--- src/rtl/alu_pkg.sv ---
// Shared opcode encoding and flag bit positions for the pipelined ALU.
package alu_pkg;

   typedef enum logic [2:0] {
      OP_ADD    = 3'd0,
      OP_SUB    = 3'd1,
      OP_AND    = 3'd2,
      OP_OR     = 3'd3,
      OP_XOR    = 3'd4,
      OP_SLT    = 3'd5,
      OP_SATADD = 3'd6,
      OP_SATSUB = 3'd7
   } op_e;

   localparam int FLG_OVF   = 0;
   localparam int FLG_CARRY = 1;
   localparam int FLG_ZERO  = 2;
   localparam int FLG_NEG   = 3;

endpackage

--- src/rtl/alu_core.sv ---
// Combinational ALU datapath: one operation to result plus {neg,zero,carry,ovf}.
module alu_core
   import alu_pkg::*;
#(
   parameter int WIDTH  = 8,
   parameter bit SAT_EN = 1'b1
) (
   input  logic [WIDTH-1:0] a_i,
   input  logic [WIDTH-1:0] b_i,
   input  op_e              op_i,
   output logic [WIDTH-1:0] res_o,
   output logic [3:0]       flags_o
);

   localparam int M = WIDTH - 1;
   localparam logic [WIDTH-1:0] SMAX = {1'b0, {M{1'b1}}};
   localparam logic [WIDTH-1:0] SMIN = {1'b1, {M{1'b0}}};

   logic [WIDTH:0]   sum, dif;
   logic             add_ovf, sub_ovf, slt;
   logic [WIDTH-1:0] res;
   logic             carry, ovf;

   assign sum     = {1'b0, a_i} + {1'b0, b_i};
   assign dif     = {1'b0, a_i} - {1'b0, b_i};
   assign add_ovf = (a_i[M] == b_i[M]) && (sum[M] != a_i[M]);
   assign sub_ovf = (a_i[M] != b_i[M]) && (dif[M] != a_i[M]);
   assign slt     = $signed(a_i) < $signed(b_i);

   // On signed overflow the true result has the sign of A, so A's sign picks the clamp rail.
   always_comb begin
      res   = '0;
      carry = 1'b0;
      ovf   = 1'b0;
      case (op_i)
         OP_ADD: begin
            res   = sum[M:0];
            carry = sum[WIDTH];
            ovf   = add_ovf;
         end
         OP_SUB: begin
            res   = dif[M:0];
            carry = dif[WIDTH];
            ovf   = sub_ovf;
         end
         OP_AND: res = a_i & b_i;
         OP_OR:  res = a_i | b_i;
         OP_XOR: res = a_i ^ b_i;
         OP_SLT: res = {{M{1'b0}}, slt};
         OP_SATADD: begin
            res   = (SAT_EN && add_ovf) ? (a_i[M] ? SMIN : SMAX) : sum[M:0];
            carry = sum[WIDTH];
            ovf   = add_ovf;
         end
         OP_SATSUB: begin
            res   = (SAT_EN && sub_ovf) ? (a_i[M] ? SMIN : SMAX) : dif[M:0];
            carry = dif[WIDTH];
            ovf   = sub_ovf;
         end
         default: ;
      endcase
   end

   assign res_o              = res;
   assign flags_o[FLG_NEG]   = res[M];
   assign flags_o[FLG_ZERO]  = (res == '0);
   assign flags_o[FLG_CARRY] = carry;
   assign flags_o[FLG_OVF]   = ovf;

endmodule

--- src/rtl/alu_pipe.sv ---
// Two-stage valid/ready ALU pipe: S1 captures operands, S2 computes and holds the result.
module alu_pipe
   import alu_pkg::*;
#(
   parameter int WIDTH  = 8,
   parameter bit SAT_EN = 1'b1
) (
   input  logic             clk,
   input  logic             rst_n,
   input  logic             in_valid,
   output logic             in_ready,
   input  logic [WIDTH-1:0] a,
   input  logic [WIDTH-1:0] b,
   input  logic [2:0]       op,
   input  logic             acc_sel,
   output logic             out_valid,
   input  logic             out_ready,
   output logic [WIDTH-1:0] out,
   output logic [3:0]       flags,
   output logic [WIDTH-1:0] acc
);

   logic             s1_valid_q, s1_accsel_q;
   logic [WIDTH-1:0] s1_a_q, s1_b_q;
   op_e              s1_op_q;
   logic             out_valid_q;
   logic [WIDTH-1:0] out_q, acc_q;
   logic [3:0]       flags_q;

   logic             s2_free, s1_move, in_fire;
   logic [WIDTH-1:0] opa, res_d;
   logic [3:0]       flags_d;

   assign s2_free  = !out_valid_q || out_ready;
   assign s1_move  = s1_valid_q && s2_free;
   assign in_ready = !s1_valid_q || s2_free;
   assign in_fire  = in_valid && in_ready;

   // acc is read at the S1->S2 move, so a back-to-back accumulate sees the previous result.
   assign opa = s1_accsel_q ? acc_q : s1_a_q;

   alu_core #(.WIDTH(WIDTH), .SAT_EN(SAT_EN)) u_core (
      .a_i     (opa),
      .b_i     (s1_b_q),
      .op_i    (s1_op_q),
      .res_o   (res_d),
      .flags_o (flags_d)
   );

   always_ff @(posedge clk or negedge rst_n) begin
      if (!rst_n) begin
         s1_valid_q  <= 1'b0;
         s1_accsel_q <= 1'b0;
         s1_a_q      <= '0;
         s1_b_q      <= '0;
         s1_op_q     <= OP_ADD;
      end else if (in_fire) begin
         s1_valid_q  <= 1'b1;
         s1_accsel_q <= acc_sel;
         s1_a_q      <= a;
         s1_b_q      <= b;
         s1_op_q     <= op_e'(op);
      end else if (s1_move) begin
         s1_valid_q  <= 1'b0;
      end
   end

   always_ff @(posedge clk or negedge rst_n) begin
      if (!rst_n) begin
         out_valid_q <= 1'b0;
         out_q       <= '0;
         flags_q     <= '0;
         acc_q       <= '0;
      end else begin
         if (s2_free) out_valid_q <= s1_valid_q;
         if (s1_move) begin
            out_q   <= res_d;
            flags_q <= flags_d;
            if (s1_accsel_q) acc_q <= res_d;
         end
      end
   end

   assign out_valid = out_valid_q;
   assign out       = out_q;
   assign flags     = flags_q;
   assign acc       = acc_q;

endmodule

--- config.mk ---
export PLATFORM = sky130hd
export DESIGN_NAME = alu_pipe
export DESIGN_NICKNAME = d
export VERILOG_FILES = /design/src/rtl/alu_pkg.sv /design/src/rtl/alu_core.sv /design/src/rtl/alu_pipe.sv
export SDC_FILE = /design/constraint.sdc
export NUM_CORES = 1
export LEC_CHECK = 0
export ABC_CLOCK_PERIOD_IN_PS = 12600
export BUFFER_PORTS_ARGS = -buffer_cell sky130_fd_sc_hd__buf_2
export CAP_MARGIN = 40
export CORE_MARGIN = 1.5
export CORE_UTILIZATION = 63
export DETAILED_ROUTE_END_ITERATION = 6
export GPL_TIMING_DRIVEN = 0
export PLACE_DENSITY_LB_ADDON = 0.1
export SLEW_MARGIN = 10
export SYNTH_ARGS = -nofsm -noshare
export SYNTH_HDL_FRONTEND = slang
export SYNTH_HIERARCHICAL = 1
export SYNTH_SLANG_ARGS = --single-unit
--- constraint.sdc ---
create_clock -name clk -period 12.6 [get_ports clk]
set_input_delay 1.26 -clock clk [delete_from_list [all_inputs] [get_ports clk]]
set_output_delay 1.26 -clock clk [all_outputs]
set_load 0.02 [all_outputs]
# [Word-level counts from Yosys, hierarchy flattened]
# Index checks and enable logic that the tools add are counted.
[totals] regBits=42 inputBits=24 word_cells=49 out_inout_bits=22
[classes] n_eq_ne=11 n_bitwise=3 mux=9 n_lt_le_gt_ge=1 n_reduce_logical=14 addsub=2
[ops] operator="$pmux W8 S8" n=1
[ops] operator="$mux W8" n=4
[ops] operator="$eq A3 B3 Y1 const B" n=4
[ops] operator="$add A8 B8 Y9" n=1
[ops] operator="$sub A8 B8 Y9" n=1
[ops] operator="$and A8 B8 Y8" n=1
[ops] operator="$logic_not A8 Y1" n=1
[ops] operator="$lt A8 B8 Y1" n=1
[ops] operator="$or A8 B8 Y8" n=1
[ops] operator="$xor A8 B8 Y8" n=1
[ops] operator="$eq A3 B2 Y1 const B" n=2
[ops] operator="$logic_and A1 B1 Y1" n=4
[ops] operator="$pmux W1 S2" n=2
[ops] operator="$reduce_or A2 Y1" n=2
[ops] operator="$eq A3 B1 Y1 const B" n=1
[ops] operator="$logic_not A3 Y1" n=1
[ops] operator="$ne A1 B1 Y1" n=3
[ops] operator="$logic_not A1 Y1" n=2
[ops] operator="$logic_or A1 B1 Y1" n=2
[ops] operator="$mux W1" n=2
[ops] operator="$reduce_and A2 Y1" n=1
[ops] operator="$reduce_bool A2 Y1" n=1
[ops] operator="$eq A1 B1 Y1" n=1

# [Logic depth before layout (Yosys ltp)]
# Gate-level depths: netlist of run 1.
[depth] ltp_word=7 mapped_depth=19 mapped_depth_nobuf=16

# [Cells and area by module]
# The synthesis of run 1 kept the hierarchy.
[by_module_without_submodules] module="alu_pipe" seq_area_each_um2=1051.0 cells_per_inst=102 area_each_um2=1727.9 n_inst=1
[by_module_without_submodules] module="alu_core" seq_area_each_um2=0.0 cells_per_inst=226 area_each_um2=1604.0 n_inst=1

# [Least setup slack after synthesis of run 1]
# Ideal clock, no wire load.
[synth_timing] kind="register -> register" start="reg s1_accsel_q" end="reg flags_q[2] (netlist: flags[2])" stages_incl_launch_ff=19 t_arrival_ns=4.415 n_path_buf=3 setup_time_ns=0.125 synth_period_minus_slack_ns=4.539 path_slack_ns=8.061 t_required_ns=12.475 path_cell_list="dfrtp_1 -> buf_4 -> mux2_2 -> inv_1 -> ha_1 -> buf_2 -> nor3_1 -> a2111oi_1 -> o21bai_1 -> a21oi_1 -> fa_1 -> clkbuf_1 -> o41ai_1 -> a221o_1 -> a211oi_1 -> a211oi_1 -> or3_1 -> nor4_2 -> mux2_2"
[synth_between] elab_chain_cells=7 word_cells_on_any_way=18 classes_between="add/sub: 2; order compare: 1; eq/ne: 4; mux: 5; bitwise: 3; reduce/logical: 3"
[synth_rtl] element="from (decl)" line="alu_pipe.sv:23" rtl="logic s1_valid_q, s1_accsel_q;"
[synth_rtl] element="from (signal assigned)" line="alu_pipe.sv:59" rtl="s1_accsel_q <= acc_sel;"
[synth_rtl] element="$mux W8 (*)" line="alu_pipe.sv:40" rtl="assign opa = s1_accsel_q ? acc_q : s1_a_q;"
[synth_rtl] element="net opa[4]" line="alu_pipe.sv:31" rtl="logic [WIDTH-1:0] opa, res_d;"
[synth_rtl] element="$sub A8 B8 Y9 or $add A8 B8 Y9 (tied branches)" line="alu_core.sv:25, alu_core.sv:24"
[synth_rtl] element="$ne A1 B1 Y1 (on tied branches)" line="alu_core.sv:27, alu_core.sv:26"
[synth_rtl] element="$logic_and A1 B1 Y1 (on tied branches)" line="alu_core.sv:27, alu_core.sv:26"
[synth_rtl] element="$mux W8 (on tied branches)" line="alu_core.sv:56, alu_core.sv:51"
[synth_rtl] element="$pmux W8 S8 (*)" line="alu_core.sv:35" rtl="case (op_i)"
[synth_rtl] element="net res_d[6]" line="alu_pipe.sv:31"
[synth_rtl] element="$logic_not A8 Y1 (*)" line="alu_core.sv:66" rtl="assign flags_o[FLG_ZERO] = (res == '0);"
[synth_rtl] element="net flags_d[2]" line="alu_pipe.sv:32" rtl="logic [3:0] flags_d;"
[synth_rtl] element="to (signal assigned)" line="alu_pipe.sv:78" rtl="flags_q <= flags_d;"
[synth_rtl] element="to (decl)" line="alu_pipe.sv:28" rtl="logic [3:0] flags_q;"
# Mark *: on every way through the listed nets, which the timed path passes. The rest lies on a longest branch.
# A chain may end at the register's enable or synchronous reset.

# [Worst setup path in the final report of run 1]
# Same ends and word-level chain as after synthesis.

==> metrics.log, run 1 <==
[metrics] status: complete, no violations
[metrics] Total Neg Setup Slack: 0 ps
[metrics] Primary FF master, synth: sky130_fd_sc_hd__dfrtp_1
[metrics] number of detailed-routing iterations run before antenna repair: 5
[metrics] Setup Crit Path Kind: reg2reg
[metrics] placer congestion estimate: 0.995
[metrics] Setup crit start kind: flop
[metrics] Port Buffer Count: 45
[metrics] antenna fix cells: 0
[metrics] CTS clk-pin slew, worst paths: 90 ps
[metrics] via count: 2760
[metrics] Sinks on Clock Net: 42
[metrics] vias in the first global route: 2541
[metrics] DP Cell Count: 445
[metrics] 1st-iter DRT viols: 223
[metrics] I/O pin total: 46
[metrics] CP required: 12790 ps
[metrics] total number of placement rows: 26
[metrics] Die Span Y: 75.7 um
[metrics] post-layout net count: 433
[metrics] routed wire length: 8.11 mm
[metrics] clock tree from TritonCTS: done
[metrics] mean instance size in the synthesized netlist: 10.2 um^2
[metrics] maximum number of pins on one net before global-route repair: 27
[metrics] placeable core region: 5110 um^2
[metrics] post-detailed-placement half-perimeter wirelength: 6.24 mm
[metrics] Max IR drop VDD: 0.124 mV
[metrics] global routing usage summed across all routing layers: 29.4%
[metrics] CTS H-Tree Depth: 2
[metrics] total setup buffers inserted after CTS: 0
[metrics] number of remaining DRC errors: 0
[metrics] source-to-sink clock delay at the later pin of the worst-skew pair: 300 ps
[metrics] total gr overflow: 0
[metrics] setup repair after global routing missed its margin: no
[metrics] number of enable-type register cells in the synthesized netlist: 0
[metrics] residual antenna-violating net count after detailed routing: 0
[metrics] area growth from synthesis to layout: 13.6%
[metrics] post-route non-filler standard cell count: 453
[metrics] met2 GRT Util: 46.8%
[metrics] PostCTS Resize Cnt: 0
[metrics] sequential cell area fraction in the yosys report: 31.5%
[metrics] number of failing setup endpoints in the final timing report: 0
[metrics] max_slew headroom: 38.1%
[metrics] Hold Buf Count CTS: 0
[metrics] Cell Area, Synth: 3330 um^2
[metrics] number of antenna violations at the first check in global routing: 0
[metrics] share of post-route cells with drive strength above 1: 33.9%
[metrics] master cell of the clock root buffer: sky130_fd_sc_hd__clkbuf_8
[metrics] most crowded layer after global routing: met2
[metrics] post-synthesis cell count: 328
[metrics] fin crit period: 5760 ps
[metrics] number of buffers added by the clock tree synthesis step: 5
[metrics] Post-Synthesis Net Count: 379
[metrics] first-pass GRT wire length: 12.5 mm
[metrics] flop and latch count out of synthesis: 42
[metrics] fin crit share: 45.7%
[metrics] max_cap viols: 0
[metrics] smallest hold slack: 504 ps
[metrics] path category of the worst min-delay check: reg2reg
[metrics] met1 layer usage reported by global route: 40.8%
[metrics] Critical Path Sink Type: flop
[metrics] routed length per instance: 17.9 um
[metrics] Synthesis Warnings: 6
[metrics] static power due to leakage: 1.78 nW
[metrics] Total Power Consumption: 872 uW
[metrics] maximum clock path buffer count: 2
[metrics] Die Outline Area: 5730 um^2
[metrics] data arrival time of the worst path: 5940 ps
[metrics] total power divided by cell area: 230 nW/um^2
[metrics] Crit Path Max Fanout: 10
[metrics] detail-routed via count per cell: 6.09
[metrics] hold violation total from the final report: 0
[metrics] Worst-Margin Slew: 922 ps
[metrics] Die Wd: 75.7 um
[metrics] clk_skew: 11.2 ps
[metrics] distinct cell type count after synthesis: 65
[metrics] initial core utilization: 65.2%
[metrics] fraction of synthesis flops using an asynchronous set or reset pin: 100%
[metrics] grt met3 use: 4.50%
[metrics] f_max: 0.174 GHz
[metrics] fin. max-slew vios: 0
==> kinds of logic after synthesis <==
group | synth area share, %
and+or+nand+nor | 12.6
xor gates and xnor gates | 2.89
buffers and inverters | 6.50
DFF | 31.5
adders and majority gates | 10.8
muxes | 17.7
AOI/OAI and AO/OA | 18.0
==> worst max-delay path, stage by stage (launching register included) <==
cell and delay (ps):
sky130_fd_sc_hd__dfrtp_1 370, sky130_fd_sc_hd__buf_4 170, sky130_fd_sc_hd__mux2_2 300, sky130_fd_sc_hd__inv_1 60, sky130_fd_sc_hd__ha_1 310, sky130_fd_sc_hd__buf_2 240, sky130_fd_sc_hd__nor3_1 70, sky130_fd_sc_hd__a2111oi_1 670
sky130_fd_sc_hd__o21bai_1 170, sky130_fd_sc_hd__a21oi_1 350, sky130_fd_sc_hd__fa_1 480, sky130_fd_sc_hd__clkbuf_1 230, sky130_fd_sc_hd__o41ai_1 550, sky130_fd_sc_hd__clkdlybuf4s15_2 320, sky130_fd_sc_hd__a221o_1 150, sky130_fd_sc_hd__a211oi_1 50
sky130_fd_sc_hd__a211oi_1 590, sky130_fd_sc_hd__or3_1 230, sky130_fd_sc_hd__nor4_2 50, sky130_fd_sc_hd__mux2_2 270
==> worst paths after layout <==
| path | from | slack (ps) | to | cells past startpoint |
|---|---|---|---|---|
| worst max-delay path | s1_accsel_q | 6840 | flags[2] | 19 |
| worst min-delay path | out[2] | 500 | out[2] | 1 |
| worst max register to register | s1_accsel_q | 6840 | flags[2] | 19 |
| worst min register to register | out[2] | 500 | out[2] | 1 |
| max in group asynchronous | rst_n | 11240 | s1_b_q[0] | 2 |
| min in group asynchronous | rst_n | 880 | out[6] | 1 |
==> registers in the layout, indices dropped and copies added (netlist names) <==
| register | cells |
|---|---|
| acc | 8 |
| flags | 4 |
| out | 8 |
| out_valid | 1 |
| s1_a_q | 8 |
| s1_accsel_q | 1 |
| s1_b_q | 8 |
| s1_op_q | 3 |
| s1_valid_q | 1 |
==> area by class of cell <==
| cell class | count | area [um^2] |
|---|---|---|
| flip-flops and latches | 42 | 1050 |
| repair buffers | 47 | 256 |
| clock buffers | 6 | 72.6 |
| clock inverters | 2 | 37.5 |
| inverters | 20 | 75.1 |
| plain buffers | 23 | 141 |
| multi-input cells | 243 | 2060 |
| well taps | 70 | 87.6 |
| fillers | 400 | 1320 |
==> metal layers <==
metal	vias to the layer above	wire length (um)
met4	0	149
met2	113	3860
met1	1330	3570
li1	1302	-
met5	-	0
met3	15	532
==> stage by stage <==
stage | util [%] | setup slack (ps) | instance area [um^2]
floorplan | - | 8060 | 3330
global placement | 71.4 | 6710 | 3640
detailed placement | 72.0 | 6950 | 3680
CTS | 74.1 | 6900 | 3790
global route | 74.1 | 6670 | 3790
finish | 74.1 | 6840 | 3790
==> synthesized netlist by cell type (all sizes together), types with 7 or more instances <==
cell type / count / share of area, %
nand2: 15 / 1.7
o21ai: 10 / 1.5
a21oi: 17 / 2.6
buf: 17 / 3.6
inv: 20 / 2.3
nand2b: 7 / 1.5
a211oi: 8 / 1.8
ha: 24 / 9.0
dfrtp: 42 / 32
nor2: 18 / 2.0
nor3: 7 / 1.1
nor2b: 7 / 1.3
mux2: 48 / 17
==> layout by cell type, fill, tap and decap left out, types with 3 or more instances in the layout <==
cell type,instances
sky130_fd_sc_hd__nand2b_1,6
sky130_fd_sc_hd__o21bai_1,4
sky130_fd_sc_hd__clkbuf_8,5
sky130_fd_sc_hd__or3_1,3
sky130_fd_sc_hd__xor2_1,5
sky130_fd_sc_hd__clkbuf_1,7
sky130_fd_sc_hd__nor2_1,18
sky130_fd_sc_hd__a221o_1,3
sky130_fd_sc_hd__nand2_1,15
sky130_fd_sc_hd__nor3b_1,4
sky130_fd_sc_hd__xnor2_1,6
sky130_fd_sc_hd__a21o_1,3
sky130_fd_sc_hd__mux2_2,40
sky130_fd_sc_hd__nor2b_1,7
sky130_fd_sc_hd__o31ai_1,3
sky130_fd_sc_hd__dfrtp_1,42
sky130_fd_sc_hd__inv_1,20
sky130_fd_sc_hd__a211oi_1,8
sky130_fd_sc_hd__mux2_4,8
sky130_fd_sc_hd__ha_1,24
sky130_fd_sc_hd__fa_1,3
sky130_fd_sc_hd__buf_6,4
sky130_fd_sc_hd__o22ai_1,3
sky130_fd_sc_hd__buf_4,4
sky130_fd_sc_hd__buf_2,53
sky130_fd_sc_hd__nor3_1,7
sky130_fd_sc_hd__o21ai_0,10
sky130_fd_sc_hd__a21oi_1,17
==> report_power, final <==
group	total (mW)	switching (mW)	internal (mW)
logic	0.566	0.329	0.237
clock network	0.106	0.0472	0.0591
registers	0.199	0.0247	0.174
(Power assumes the default switching activity.)
==> run 2: changes to the inputs <==
- ABC_CLOCK_PERIOD_IN_PS: 12600 -> 4600
- CORE_UTILIZATION: 63 -> 53
- clock period: 12.6 -> 4.6 ns (I/O delays scaled with it)
==> run 2 against run 1 <==
Combinational power grew to 3.2 times the previous value. Worst hold slack worse by 470 ps. Die area increased by 18%. Sequential cell count stayed put. Setup slack worse by 6800 ps. Cell count is 3.3% higher. Critical endpoint unchanged. Highest routed layer unchanged.
==> metrics.log, run 2 (same netlist as run 1, synthesis figures left out) <==
[metrics] maximum clock path buffer count: 2
[metrics] area growth from synthesis to layout: 20.7%
[metrics] status: complete, no violations
[metrics] placeable core region: 5990 um^2
[metrics] global routing usage summed across all routing layers: 25.4%
[metrics] f_max: 0.220 GHz
[metrics] number of failing setup endpoints in the final timing report: 0
[metrics] CTS H-Tree Depth: 2
[metrics] hold violation total from the final report: 0
[metrics] I/O pin total: 46
[metrics] vias in the first global route: 2599
[metrics] Max IR drop VDD: 0.337 mV
[metrics] Die Outline Area: 6770 um^2
[metrics] power share of the clock group: 9.2%
[metrics] number of antenna violations at the first check in global routing: 0
[metrics] detail-routed via count per cell: 5.95
[metrics] max_slew headroom: 52.4%
[metrics] total gr overflow: 0
[metrics] Crit Path Max Fanout: 10
[metrics] fin. max-slew vios: 0
[metrics] share of post-route cells with drive strength above 1: 40.5%
[metrics] CP required: 4790 ps
[metrics] master cell of the clock root buffer: sky130_fd_sc_hd__clkbuf_8
[metrics] CTS clk-pin slew, worst paths: 80 ps
[metrics] initial core utilization: 55.6%
[metrics] placer congestion estimate: 0.920
[metrics] data arrival time of the worst path: 4730 ps
[metrics] number of remaining DRC errors: 0
[metrics] internal cell power: 1.38 mW
[metrics] Hold Buf Count CTS: 0
[metrics] fin crit period: 4540 ps
[metrics] source-to-sink clock delay at the later pin of the worst-skew pair: 300 ps
[metrics] routed length per instance: 17.9 um
[metrics] commonest non-fill, non-tap cells in the layout: sky130_fd_sc_hd__buf_2 (52), sky130_fd_sc_hd__dfrtp_1 (42), sky130_fd_sc_hd__mux2_2 (37)
[metrics] post-layout net count: 444
[metrics] Worst-Margin Slew: 695 ps
[metrics] clk_skew: 5.01 ps
[metrics] Die Wd: 82.3 um
[metrics] smallest hold slack: 30.8 ps
[metrics] total number of placement rows: 28
[metrics] Die Span Y: 82.3 um
[metrics] post-detailed-placement half-perimeter wirelength: 6.10 mm
[metrics] clock tree from TritonCTS: done
[metrics] static power due to leakage: 1.89 nW
[metrics] Worst R2R End: flags[2]
[metrics] fraction of power consumed by sequential logic: 21.2%
[metrics] Setup Crit Path Kind: reg2reg
[metrics] fin crit share: 98.8%
[metrics] portion of total power attributed to combinational logic: 69.6%
[metrics] Total Power Consumption: 2.58 mW
[metrics] routed wire length: 8.36 mm
[metrics] r2r worst-path depth: 20
[metrics] first-pass GRT wire length: 12.7 mm
[metrics] antenna fix cells: 0
[metrics] via count: 2784
[metrics] residual antenna-violating net count after detailed routing: 0
[metrics] Sinks on Clock Net: 42
[metrics] max_cap viols: 0
[metrics] Worst Setup Slack, final: 56.3 ps
[metrics] worst flop-to-flop path startpoint: s1_accsel_q
[metrics] count of fill cells added during filler insertion: 474
[metrics] Port Buffer Count: 45
[metrics] reg-to-reg setup timing slack: 60 ps
[metrics] Total Neg Setup Slack: 0 ps
[metrics] most common cell after layout, fill and taps aside: sky130_fd_sc_hd__buf_2
[metrics] number of buffers added by the clock tree synthesis step: 5
[metrics] Setup crit start kind: flop
[metrics] total net switching power: 1.20 mW
[metrics] maximum number of pins on one net before global-route repair: 33
[metrics] number of detailed-routing iterations run before antenna repair: 5
[metrics] total power divided by cell area: 642 nW/um^2
[metrics] pre-CTS setup slack: -894 ps
[metrics] Net Sw Frac: 46.4%
[metrics] path category of the worst min-delay check: in2async
[metrics] Critical Path Sink Type: flop
[metrics] 1st-iter DRT viols: 237
-- run 2: cell types whose count changed in the layout (fill, tap and decap cells not counted), sizes merged --
cell | before | now
buf | 63 | 76
bufinv | 1 | 0
clkinvlp | 1 | 2
clkdlybuf4s15 | 1 | 0
clkbuf | 12 | 10
-- run 2: area by class of cell --
type	instances	area, um^2	share of cell area [%]
multi-input cells	243	2220	55.2
flip-flops and latches	42	1050	26.1
clock inverters	2	15.0	0.373
repair buffers	59	338	8.40
clock buffers	5	68.8	1.71
plain buffers	22	160	3.98
inverters	20	75.1	1.87
well taps	75	93.8	2.33
-- run 2: what timing repair did --
item / in CTS / in global routing
buffers inserted: 6 / 5
setup endpoints to repair: 13 / 7
pin swaps: 7 / 8
cloned: 0 / 1
resized for setup: 14 / 24
hold endpoints to repair: 0 / 0
-- run 2: worst max-delay path by stage --
stage / start / end / cells after the start
floorplan: s1_accsel_q / flags[2] / 18
global placement: s1_accsel_q / flags[2] / 18
detailed placement: s1_accsel_q / flags[2] / 19
CTS: s1_accsel_q / flags[2] / 18
global route: s1_accsel_q / flags[2] / 19
finish: s1_accsel_q / flags[2] / 20
-- run 2: through the flow --
step | instance area (um^2) | instances | util (%)
6_report | 4020 | 468 | 67.1
5_1_grt | 4020 | 468 | 67.1
4_1_cts | 3880 | 462 | 64.7
3_5_place_dp | 3680 | 450 | 61.5
3_3_place_gp | 3650 | 448 | 60.9
2_1_floorplan | 3330 | 328 | -
-- run 2: per-layer routing --
metal | global-route usage (%) | routed length (um)
met5 | 0 | 0
met4 | 6.95 | 162
met1 | 33.8 | 3700
met3 | 3.85 | 519
met2 | 42.6 | 3980
-- run 2: worst max-delay path: stages, from the launching register on --
cell and delay [ps]:
sky130_fd_sc_hd__dfrtp_1 380, sky130_fd_sc_hd__buf_6 150, sky130_fd_sc_hd__mux2_2 370, sky130_fd_sc_hd__inv_1 110, sky130_fd_sc_hd__ha_4 170, sky130_fd_sc_hd__buf_6 150
sky130_fd_sc_hd__nor2b_1 80, sky130_fd_sc_hd__a2111oi_4 420, sky130_fd_sc_hd__o21bai_1 160, sky130_fd_sc_hd__a21oi_2 250, sky130_fd_sc_hd__fa_2 510, sky130_fd_sc_hd__buf_4 190
sky130_fd_sc_hd__nand4_1 150, sky130_fd_sc_hd__nand3_2 130, sky130_fd_sc_hd__buf_4 200, sky130_fd_sc_hd__a21oi_2 200, sky130_fd_sc_hd__o32ai_2 110, sky130_fd_sc_hd__nor2_2 230
sky130_fd_sc_hd__or3_1 190, sky130_fd_sc_hd__nor4_4 40, sky130_fd_sc_hd__mux2_2 250
-- run 2: power by group through the flow --
| stage | combinational (mW) | sequential, mW | clock (mW) |
|---|---|---|---|
| 6_report | 1.80 | 0.548 | 0.237 |
| 2_1_floorplan | 1.04 | 0.642 | 0 |
| 3_3_place_gp | 1.48 | 0.545 | 0 |
| 5_1_grt | 1.92 | 0.561 | 0.260 |
| 4_1_cts | 1.64 | 0.546 | 0.246 |
| 3_5_place_dp | 1.50 | 0.552 | 0 |
